==> src/rtl/ipic_cmd_engine.sv <==
// ipic_cmd_engine: parses framed command packets from the TX FIFO and issues
// single-beat IPIC master reads/writes, with a read response stream, a
// per-transaction timeout and a sticky error status.
// Optional feature macro: RMW_OP_EN (enables opcode 3, read-modify-write).
module ipic_cmd_engine #(
   parameter int unsigned C_DATA_WIDTH     = 32,
   parameter int unsigned C_ADDR_WIDTH     = 32,
   parameter int unsigned C_MAX_BEATS      = 16,
   parameter int unsigned C_CNT_WIDTH      = 8,
   parameter int unsigned C_ADDR_STRIDE    = 4,
   parameter int unsigned C_TIMEOUT_CYCLES = 1024
) (
   input  logic                      clk,
   input  logic                      reset,
   input  logic                      fifo_empty,
   output logic                      fifo_rd_en,
   input  logic [C_DATA_WIDTH-1:0]   fifo_dread,
   input  logic                      fifo_valid,
   output logic                      ip2bus_mstrd_req,
   output logic                      ip2bus_mstwr_req,
   output logic [C_ADDR_WIDTH-1:0]   ip2bus_mst_addr,
   output logic [C_DATA_WIDTH/8-1:0] ip2bus_mst_be,
   output logic [C_DATA_WIDTH-1:0]   ip2bus_mstwr_d,
   input  logic                      bus2ip_mst_cmdack,
   input  logic                      bus2ip_mst_cmplt,
   input  logic                      bus2ip_mst_error,
   input  logic [C_DATA_WIDTH-1:0]   bus2ip_mstrd_d,
   input  logic                      bus2ip_mstrd_src_rdy_n,
   output logic                      resp_valid,
   output logic [C_DATA_WIDTH-1:0]   resp_data,
   input  logic                      resp_ready,
   input  logic                      err_clr,
   output logic                      busy,
   output logic                      cmd_error,
   output logic [2:0]                error_code,
   output logic [C_CNT_WIDTH-1:0]    cmd_count,
   output logic [C_CNT_WIDTH-1:0]    drop_count
);

   localparam int unsigned TMR_W = $clog2(C_TIMEOUT_CYCLES + 1);

   localparam logic [3:0] OP_WR  = 4'd1;
   localparam logic [3:0] OP_RD  = 4'd2;
`ifdef RMW_OP_EN
   localparam logic [3:0] OP_RMW = 4'd3;
`endif

   localparam logic [2:0] ERR_OP  = 3'd1;
   localparam logic [2:0] ERR_N   = 3'd2;
   localparam logic [2:0] ERR_BUS = 3'd3;
   localparam logic [2:0] ERR_TMO = 3'd4;

   typedef enum logic [3:0] {
      S_SYNC,
      S_HDR,
      S_ADDR,
      S_WDATA,
`ifdef RMW_OP_EN
      S_MASK,
      S_VAL,
`endif
      S_ISSUE,
      S_WAIT_ACK,
      S_WAIT_CMPLT,
      S_RESP
   } state_t;

   state_t                   state_q, state_d;
   logic                     pend_q, pend_d;
   logic [C_CNT_WIDTH-1:0]   n_q, n_d;
   logic [C_CNT_WIDTH-1:0]   beat_q, beat_d;
   logic [C_ADDR_WIDTH-1:0]  addr_q, addr_d;
   logic [C_DATA_WIDTH-1:0]  wdata_q, wdata_d;
   logic [C_DATA_WIDTH-1:0]  rdata_q, rdata_d;
   logic                     is_rd_q, is_rd_d;
   logic                     rd_req_q, rd_req_d;
   logic                     wr_req_q, wr_req_d;
   logic [TMR_W-1:0]         tmr_q, tmr_d;
   logic                     resp_valid_q, resp_valid_d;
   logic [C_CNT_WIDTH-1:0]   cmd_count_q, cmd_count_d;
   logic [C_CNT_WIDTH-1:0]   drop_count_q, drop_count_d;
   logic                     cmd_error_q, cmd_error_d;
   logic [2:0]               error_code_q, error_code_d;
`ifdef RMW_OP_EN
   logic [C_DATA_WIDTH-1:0]  mask_q, mask_d;
   logic                     rmw_q, rmw_d;
`endif

   logic                     need_word;
   logic                     consume;
   logic                     err_new;
   logic [2:0]               err_code_new;
   logic                     cmd_done;
   logic [3:0]               hdr_op;
   logic [C_CNT_WIDTH-1:0]   hdr_n;
   logic [C_CNT_WIDTH-1:0]   beat_nx;
   logic [C_DATA_WIDTH-1:0]  rd_cap;

   assign consume          = pend_q & fifo_valid;
   assign busy             = (state_q != S_SYNC);
   assign ip2bus_mstrd_req = rd_req_q;
   assign ip2bus_mstwr_req = wr_req_q;
   assign ip2bus_mst_addr  = addr_q;
   assign ip2bus_mst_be    = '1;
   assign ip2bus_mstwr_d   = wdata_q;
   assign resp_valid       = resp_valid_q;
   assign resp_data        = rdata_q;
   assign cmd_error        = cmd_error_q;
   assign error_code       = error_code_q;
   assign cmd_count        = cmd_count_q;
   assign drop_count       = drop_count_q;

   // Next-state: packet parsing, beat sequencing, FIFO pops and status updates
   always_comb begin
      state_d      = state_q;
      n_d          = n_q;
      beat_d       = beat_q;
      addr_d       = addr_q;
      wdata_d      = wdata_q;
      rdata_d      = rdata_q;
      is_rd_d      = is_rd_q;
      rd_req_d     = rd_req_q;
      wr_req_d     = wr_req_q;
      tmr_d        = tmr_q;
      resp_valid_d = resp_valid_q;
      cmd_count_d  = cmd_count_q;
      drop_count_d = drop_count_q;
      cmd_error_d  = cmd_error_q;
      error_code_d = error_code_q;
`ifdef RMW_OP_EN
      mask_d       = mask_q;
      rmw_d        = rmw_q;
`endif
      need_word    = 1'b0;
      err_new      = 1'b0;
      err_code_new = '0;
      cmd_done     = 1'b0;
      hdr_op       = fifo_dread[C_DATA_WIDTH-1 -: 4];
      hdr_n        = fifo_dread[C_CNT_WIDTH-1:0];
      beat_nx      = beat_q + C_CNT_WIDTH'(1);
      rd_cap       = bus2ip_mstrd_src_rdy_n ? rdata_q : bus2ip_mstrd_d;

      case (state_q)
         S_SYNC: begin
            need_word = 1'b1;
            if (consume) begin
               if (fifo_dread == '0) begin
                  state_d = S_HDR;
               end else if (drop_count_q != '1) begin
                  drop_count_d = drop_count_q + C_CNT_WIDTH'(1);
               end
            end
         end
         S_HDR: begin
            need_word = 1'b1;
            if (consume) begin
`ifdef RMW_OP_EN
               rmw_d = 1'b0;
`endif
               if (hdr_op == OP_WR || hdr_op == OP_RD) begin
                  if (hdr_n == '0 || hdr_n > C_CNT_WIDTH'(C_MAX_BEATS)) begin
                     err_new      = 1'b1;
                     err_code_new = ERR_N;
                     state_d      = S_SYNC;
                  end else begin
                     n_d     = hdr_n;
                     is_rd_d = (hdr_op == OP_RD);
                     state_d = S_ADDR;
                  end
`ifdef RMW_OP_EN
               end else if (hdr_op == OP_RMW) begin
                  n_d     = C_CNT_WIDTH'(1);
                  is_rd_d = 1'b1;
                  rmw_d   = 1'b1;
                  state_d = S_ADDR;
`endif
               end else begin
                  err_new      = 1'b1;
                  err_code_new = ERR_OP;
                  state_d      = S_SYNC;
               end
            end
         end
         S_ADDR: begin
            need_word = 1'b1;
            if (consume) begin
               addr_d = C_ADDR_WIDTH'(fifo_dread);
               beat_d = '0;
`ifdef RMW_OP_EN
               if (rmw_q)        state_d = S_MASK;
               else if (is_rd_q) state_d = S_ISSUE;
               else              state_d = S_WDATA;
`else
               state_d = is_rd_q ? S_ISSUE : S_WDATA;
`endif
            end
         end
         S_WDATA: begin
            need_word = 1'b1;
            if (consume) begin
               wdata_d = fifo_dread;
               state_d = S_ISSUE;
            end
         end
`ifdef RMW_OP_EN
         S_MASK: begin
            need_word = 1'b1;
            if (consume) begin
               mask_d  = fifo_dread;
               state_d = S_VAL;
            end
         end
         S_VAL: begin
            need_word = 1'b1;
            if (consume) begin
               wdata_d = fifo_dread;
               state_d = S_ISSUE;
            end
         end
`endif
         S_ISSUE: begin
            rd_req_d = is_rd_q;
            wr_req_d = ~is_rd_q;
            tmr_d    = '0;
            state_d  = S_WAIT_ACK;
         end
         S_WAIT_ACK, S_WAIT_CMPLT: begin
            if (is_rd_q) rdata_d = rd_cap;
            if (bus2ip_mst_cmplt) begin
               rd_req_d = 1'b0;
               wr_req_d = 1'b0;
               if (bus2ip_mst_error) begin
                  err_new      = 1'b1;
                  err_code_new = ERR_BUS;
                  state_d      = S_SYNC;
               end else if (is_rd_q) begin
`ifdef RMW_OP_EN
                  // RMW read leg: merge and re-issue as a write to the same address
                  if (rmw_q) begin
                     wdata_d = (rd_cap & ~mask_q) | (wdata_q & mask_q);
                     is_rd_d = 1'b0;
                     state_d = S_ISSUE;
                  end else begin
                     resp_valid_d = 1'b1;
                     state_d      = S_RESP;
                  end
`else
                  resp_valid_d = 1'b1;
                  state_d      = S_RESP;
`endif
               end else if (beat_nx == n_q) begin
                  cmd_done = 1'b1;
                  state_d  = S_SYNC;
               end else begin
                  beat_d  = beat_nx;
                  addr_d  = addr_q + C_ADDR_WIDTH'(C_ADDR_STRIDE);
                  state_d = S_WDATA;
               end
            end else if (tmr_q == TMR_W'(C_TIMEOUT_CYCLES - 1)) begin
               rd_req_d     = 1'b0;
               wr_req_d     = 1'b0;
               err_new      = 1'b1;
               err_code_new = ERR_TMO;
               state_d      = S_SYNC;
            end else begin
               tmr_d = tmr_q + TMR_W'(1);
               if (bus2ip_mst_cmdack) state_d = S_WAIT_CMPLT;
            end
         end
         S_RESP: begin
            if (resp_ready) begin
               resp_valid_d = 1'b0;
               if (beat_nx == n_q) begin
                  cmd_done = 1'b1;
                  state_d  = S_SYNC;
               end else begin
                  beat_d  = beat_nx;
                  addr_d  = addr_q + C_ADDR_WIDTH'(C_ADDR_STRIDE);
                  state_d = S_ISSUE;
               end
            end
         end
         default: state_d = S_SYNC;
      endcase

      // single outstanding pop: a new one only after the previous word arrived
      fifo_rd_en = need_word & ~pend_q & ~fifo_empty & ~reset;
      pend_d     = fifo_rd_en | (pend_q & ~fifo_valid);

      if (cmd_done) cmd_count_d = cmd_count_q + C_CNT_WIDTH'(1);

      // first error wins; a clear coinciding with a new error keeps the new one
      if (err_clr) begin
         cmd_error_d  = err_new;
         error_code_d = err_new ? err_code_new : 3'd0;
      end else if (err_new && !cmd_error_q) begin
         cmd_error_d  = 1'b1;
         error_code_d = err_code_new;
      end
   end

   // State and datapath registers with synchronous reset
   always_ff @(posedge clk) begin
      if (reset) begin
         state_q      <= S_SYNC;
         pend_q       <= 1'b0;
         n_q          <= '0;
         beat_q       <= '0;
         addr_q       <= '0;
         wdata_q      <= '0;
         rdata_q      <= '0;
         is_rd_q      <= 1'b0;
         rd_req_q     <= 1'b0;
         wr_req_q     <= 1'b0;
         tmr_q        <= '0;
         resp_valid_q <= 1'b0;
         cmd_count_q  <= '0;
         drop_count_q <= '0;
         cmd_error_q  <= 1'b0;
         error_code_q <= '0;
`ifdef RMW_OP_EN
         mask_q       <= '0;
         rmw_q        <= 1'b0;
`endif
      end else begin
         state_q      <= state_d;
         pend_q       <= pend_d;
         n_q          <= n_d;
         beat_q       <= beat_d;
         addr_q       <= addr_d;
         wdata_q      <= wdata_d;
         rdata_q      <= rdata_d;
         is_rd_q      <= is_rd_d;
         rd_req_q     <= rd_req_d;
         wr_req_q     <= wr_req_d;
         tmr_q        <= tmr_d;
         resp_valid_q <= resp_valid_d;
         cmd_count_q  <= cmd_count_d;
         drop_count_q <= drop_count_d;
         cmd_error_q  <= cmd_error_d;
         error_code_q <= error_code_d;
`ifdef RMW_OP_EN
         mask_q       <= mask_d;
         rmw_q        <= rmw_d;
`endif
      end
   end

endmodule

==> config.mk <==
export PLATFORM = sky130hd
export DESIGN_NAME = ipic_cmd_engine
export DESIGN_NICKNAME = d
export VERILOG_FILES = /design/src/rtl/ipic_cmd_engine.sv
export SDC_FILE = /design/constraint.sdc
export NUM_CORES = 1
export LEC_CHECK = 0
export CAP_MARGIN = 0
export CORE_AREA = 2 2 114 172
export CTS_CLUSTER_SIZE = 25
export DETAILED_ROUTE_END_ITERATION = 6
export DIE_AREA = 0 0 116 174
export GPL_ROUTABILITY_DRIVEN = 0
export PLACE_DENSITY_LB_ADDON = 0.2
export REMOVE_ABC_BUFFERS = 1
export SYNTH_ARGS = -nofsm -noshare
export SYNTH_HDL_FRONTEND = slang
export SYNTH_SLANG_ARGS = --single-unit
==> constraint.sdc <==
create_clock -name clk -period 2.9 [get_ports clk]
set_input_delay 0.87 -clock clk [delete_from_list [all_inputs] [get_ports clk]]
set_output_delay 0.87 -clock clk [all_outputs]
set_load 0.005 [all_outputs]
### After elaboration in Yosys (flattened, before gate mapping)

Index checks and enable logic that the tools add are counted.
Widths: inputs -> output; s select.

* output and inout port bits: 125
* flip-flop bits (word level): 152
* logic and storage cells: 154
* input bits: 74

* add/sub/neg operators: 5
* bitwise gates (word level): 14
* equality and inequality tests: 26
* reductions and logical operators: 23
* muxes and demuxes: 69
* order comparisons: 1

Operators with widths (count)
* $mux 32: 6
* $pmux 32 s3: 1
* $mux 8: 6
* $mux 4: 10
* $mux 3: 11
* $add 32x3->32 const B: 1
* $logic_not 32->1: 1
* $pmux 4 s7: 1
* $add 8x1->8 const B: 3
* $ne 2x2->1 const B: 12
* $pmux 8 s3: 1
* $mux 11: 2
* $pmux 11 s2: 1
* $mux 1: 20
* $eq 4x3->1 const B: 4
* $eq 4x2->1 const B: 3
* $add 11x1->11 const B: 1
* $eq 11x10->1 const B: 1
* $pmux 1 s2: 5
* $eq 4x1->1 const B: 2
* $eq 8x8->1: 1
* $gt 8x5->1 const B: 1
* $logic_not 8->1: 1
* $mux 2: 4
* other kinds (22): 39

### Depth between registers and ports, before layout

Gate-level depths: netlist (run 1).

* word-level depth: 9
* depth in mapped cells: 9
* mapped depth without buffers: 7

### Least setup slack after synthesis (run 1)

No wires, ideal clock.

* kind: input port to flip-flop
* start: in bus2ip_mst_cmplt
* end: reg cmd_count_q[7] (netlist: cmd_count[7])
* path slack: 0.209 ns
* cell stages on the path: 8
* setup time: 0.121 ns
* data required time: 2.779 ns
* path buffers: 2
* data arrival time: 2.570 ns
* cells stage by stage: clkbuf_1 > mux2_2 > o2bb2ai_1 > and3_1 > o211ai_1 > clkbuf_1 > nor4_1 > mux2_2

* longest elaborated chain between the ends: 2

RTL lines
* start: declaration: RTL line 25 `input logic bus2ip_mst_cmplt,`
* $mux 1: RTL line 229 `if (bus2ip_mst_cmplt) begin`
* $pmux 1 s2: RTL line 143 `case (state_q)`
* end signal: assignment: RTL line 338 `cmd_count_q <= cmd_count_d;`
* end: declaration: RTL line 80 `logic [C_CNT_WIDTH-1:0] cmd_count_q, cmd_count_d;`

No other way between the ends.
A chain may end at the register's enable or synchronous reset.

### Worst setup path in the final report (run 1)

* start: in fifo_dread[4]
* end: reg state_q[0]

* longest elaborated chain between the ends: 3

RTL lines
* start: declaration: RTL line 17 `input logic [C_DATA_WIDTH-1:0] fifo_dread,`
* $logic_not 32->1: RTL line 147 `if (fifo_dread == '0) begin`
* $ne 2x2->1 (no source line)
* $reduce_and 7->1 (no source line)
* end signal: assignment: RTL line 326 `state_q <= state_d;`
* end: declaration: RTL line 68 `state_t state_q, state_d;`

No other way between the ends.

==> results of run 1 <==
[sequential cells by signal (all words and copies together) (netlist names)]
name	count
ip2bus_mstwr_req	1
resp_data	32
pend_q	1
ip2bus_mst_addr	32
drop_count	8
n_q	8
ip2bus_mstwr_d	32
resp_valid	1
cmd_count	8
state_q	3
ip2bus_mstrd_req	1
beat_q	8
tmr_q	11
cmd_error	1
error_code	3
is_rd_q	1
[layout by cell type (no fill, tap or decap), types with 4 or more instances in the layout]
| cell | Yosys | layout |
|---|---|---|
| clkdlybuf4s50_1 | 0 | 192 |
| and4_1 | 6 | 6 |
| nor2_1 | 57 | 57 |
| o22ai_1 | 6 | 6 |
| nor2b_1 | 7 | 6 |
| o31ai_1 | 21 | 21 |
| o211ai_1 | 6 | 6 |
| mux2i_1 | 9 | 9 |
| o21ai_0 | 34 | 33 |
| nand3_1 | 33 | 33 |
| buf_4 | 5 | 68 |
| nor4_1 | 20 | 18 |
| a21oi_1 | 110 | 109 |
| nor3_1 | 13 | 12 |
| bufinv_16 | 0 | 4 |
| dfxtp_1 | 151 | 151 |
| nand2_1 | 185 | 185 |
| ha_1 | 5 | 5 |
| inv_1 | 21 | 21 |
| or3_1 | 13 | 13 |
| a211oi_1 | 15 | 15 |
| nand2b_1 | 4 | 4 |
| and3_1 | 16 | 16 |
| clkbuf_16 | 0 | 17 |
| nand4_1 | 19 | 19 |
| o311ai_0 | 9 | 9 |
| a21o_1 | 4 | 4 |
| mux2_2 | 4 | 4 |
| clkinv_2 | 0 | 5 |
| and2_1 | 4 | 4 |
| conb_1 | 1 | 4 |
| a221oi_1 | 4 | 4 |
| xnor2_1 | 21 | 21 |
| buf_12 | 0 | 6 |
| xor2_1 | 8 | 8 |
| a31oi_1 | 21 | 21 |
[repair_timing]
item,4_1_cts,5_1_grt
endpoints found under the setup margin,1,0
gates resized for setup,2,0
hold endpoints to repair,0,0
buffers inserted,0,0
[worst reg2reg max path: stages, from the launching register on]
cell	delay [ns]
dfxtp_1	0.39
ha_1	0.31
nand3_2	0.17
xnor2_1	0.20
nor4_4	0.39
o2111ai_2	0.28
buf_4	0.26
or4_1	0.39
a21oi_1	0.14
[power groups by stage]
stage	clock network, mW	logic, mW	registers [mW]
finish	2.38	0.252	2.08
global route	2.52	0.272	2.08
CTS	2.44	0.253	2.08
detailed placement	0	0.251	2.13
global placement	0	0.251	2.13
floorplan	0	0.0436	2.13
[cell usage after synthesis, drive strengths merged (6+ instances only)]
cell    count
and4        8
a21oi     110
or3        13
xnor2      21
mux2i       9
inv        21
o22ai       6
buf        14
nor2       58
xor2        8
nor4       21
nor2b       7
nand4      19
clkbuf     54
a31oi      21
nand3      34
o31ai      22
a211oi     15
o211ai      6
nand2     185
dfxtp     151
o21ai      34
and3       16
nor3       13
o311ai      9
[cells by family after synthesis]
kind of cell | Yosys count | synth area share, %
AO/OA/AOI/OAI | 265 | 22.7
XOR/XNOR | 29 | 3.44
adder cells (fa/ha/maj) | 5 | 0.848
buffers and inverters | 89 | 5.10
flip-flops | 151 | 41.0
multiplexers | 13 | 1.83
other | 1 | 0.0508
AND/OR/NAND/NOR | 393 | 25.1
[per-stage QoR]
step	power, mW	std cells	util [%]	TNS, ns	setup WS (ns)
final	4.71	1436	56.7	0	0.195
after global routing	4.87	1436	56.7	0	0.0221
after CTS	4.77	1436	56.7	0	0.166
after detailed placement	2.38	1404	53.3	-5.98	-0.220
after global placement	2.38	1404	53.3	-4.87	-0.204
after floorplan	2.17	881	-	-94.32	-2.45
[worst max path at each step]
| stage | cells past startpoint | end |
|---|---|---|
| final | 9 | state_q[0]$_SDFFE_PP0P_ |
| after detailed placement | 9 | state_q[0]$_SDFFE_PP0P_ |
| after global routing | 8 | ip2bus_mst_addr[11]$_SDFFE_PP0P_ |
| after global placement | 9 | state_q[0]$_SDFFE_PP0P_ |
| after CTS | 3 | busy |
| after floorplan | 5 | ip2bus_mst_addr[6]$_SDFFE_PP0P_ |
[routing by layer]
| layer | GRT usage (%) | up-vias |
|---|---|---|
| met1 | 27.8 | 3646 |
| met4 | 7.94 | 0 |
| met5 | 0 | - |
| li1 | - | 3841 |
| met3 | 5.54 | 30 |
| met2 | 41.9 | 247 |
[layout make-up]
cell class,count,area (µm²),share of cell area [%]
well taps,256,320,3.01
clock inverters,13,176,1.66
clock buffers,19,453,4.25
repair buffers,267,2560,24.1
multi-input cells,709,4030,37.9
inverters,21,78.8,0.740
flip-flops and latches,151,3020,28.4
==> results_dict.tcl, run 1 <==
set metrics [dict create \
    outcome "completed" \
    cp_common_cell "buf_4" \
    setup_viol 0 \
    grt_pass1_vias 7439 \
    crit_path_max_incr_delay_ns 0.51 \
    postSynthAreaPerCell_um2 7.80 \
    crit_fanout 4 \
    antenna_found_initial 0 \
    clk_latency_ns 0.43 \
    slowest_stage "nor4_1" \
    area_growth_pct 44.2 \
    hold_class "reg2reg" \
    n_fill_cell 1796 \
    critPathBufInv 3 \
    hold_viol 0 \
    reg2reg_from "beat_q[1]$_SDFFE_PP0P_" \
    dpl_cell_area_um2 10000 \
    initial_utilization_pct 39.3 \
    wl_per_cell_um 16.5 \
    p_int_mw 3.70 \
    numCtsBuffers 17 \
    fin_skew_ns 0.0102 \
    highest_layer "met4" \
    leakage_nw 3.73 \
    met2_length_um 12000 \
    r2r_end "cmd_count[2]$_SDFFE_PP0P_" \
    met1_length_um 9780 \
    dr.pass1.iters 5 \
    crit_chain "clkdlybuf4s50_1, nor4_1, nand4_1, buf_4, o31ai_2, buf_4, and2_1, o21ai_0, a31oi_1" \
    synthTopCellsByArea "dfxtp_1, nand2_1, a21oi_1, nor2_1, clkbuf_1" \
    synth_ff_type "dfxtp_1" \
    cts.sinks 151 \
    rrSetupSlack_ns 0.31 \
    power.switching_mw 1.02 \
    grt_max_degree 143 \
    fp.dieH_um 174 \
    fp.dieW_um 116 \
    vias_per_cell 5.41 \
    tightest_slew_ns 0.742 \
    grt_overflow 0 \
    cts_tree "yes" \
    synth_area_um2 7380 \
    drc 0 \
    min_to "resp_data[31]$_SDFFE_PP0P_" \
    startpoint "fifo_dread[4]" \
    drive_above_1_share_pct 10.8 \
    netlist.area_leader.share_pct 41.0 \
    synth_seq_area_share_pct 41.0 \
    drtIter0Drc 456 \
    htree_levels 4 \
    dieArea_um2 20200 \
    totalWireLength_um 23700 \
    coreArea_um2 18800 \
    worst_setup_path_end_kind "flop" \
    whs_ns 0.451 \
    crit_family "simple AND/OR/NAND/NOR gates" \
    period_share_pct 93.3 \
    period_minus_slack_ns 2.71 \
    drtAntennaViolNets 0 \
    seqPwrFrac_pct 44.1 \
    postSynth.asyncResetShare_pct 0 \
    placementRows 62 \
    report.final.slew_viol_count 0 \
    io_buffer_count 194 \
    p_sw_share_pct 21.6 \
    track_usage_pct 23.7 \
    io_pins 199 \
    ys_types 63 \
    diodes 0 \
    max-vdd-ir-drop_v 0.000217 \
    clk_pin_slew_ns 0.06 \
    critPathLaunchType "primary input" \
    worstHoldStart "resp_data[31]$_SDFFE_PP0P_" \
    power_density_nw_per_um2 443 \
    critPathRequiredTime_ns 3.24 \
    hpwl_um 16600 \
    synth_cells 946 \
    rsz0062_at_grt "false" \
    wl_met3_um 1490 \
    cts_root_buf "clkbuf_16" \
    vias 7764 \
    pwr-share-clk_pct 50.5 \
    grt_pass1_wl_um 38200 \
    reg2reg_depth 8 \
    max_freq_mhz 370 \
    relSlewSlack_pct 50.5 \
    synth_edf_count 0 \
    synth_seq_cells 151 \
    ctsHoldBuffers 0 \
    yosys.area.top_type "dfxtp_1" \
    comb_power_share_pct 5.3 \
    hold_depth 2 \
    maxCapViolations 0 \
    nNetsFinal 1246 \
    cp.arrival_ns 3.05 \
    cts_buffer_depth 2 \
    path_class "in2reg" \
    final_area_um2 10600 \
    ys_warn_count 0 \
]
(Power assumes the default switching activity.)
==> inputs of run 2 (changes only) <==
--- a/config.mk
+++ b/config.mk
@@ -16,3 +16,4 @@
 export SYNTH_ARGS = -nofsm -noshare
 export SYNTH_HDL_FRONTEND = slang
 export SYNTH_SLANG_ARGS = --single-unit
+export TNS_END_PERCENT = 20
==> results of run 2 <==
Same layout as run 1: the final DEF is identical, and so are final timing and power.
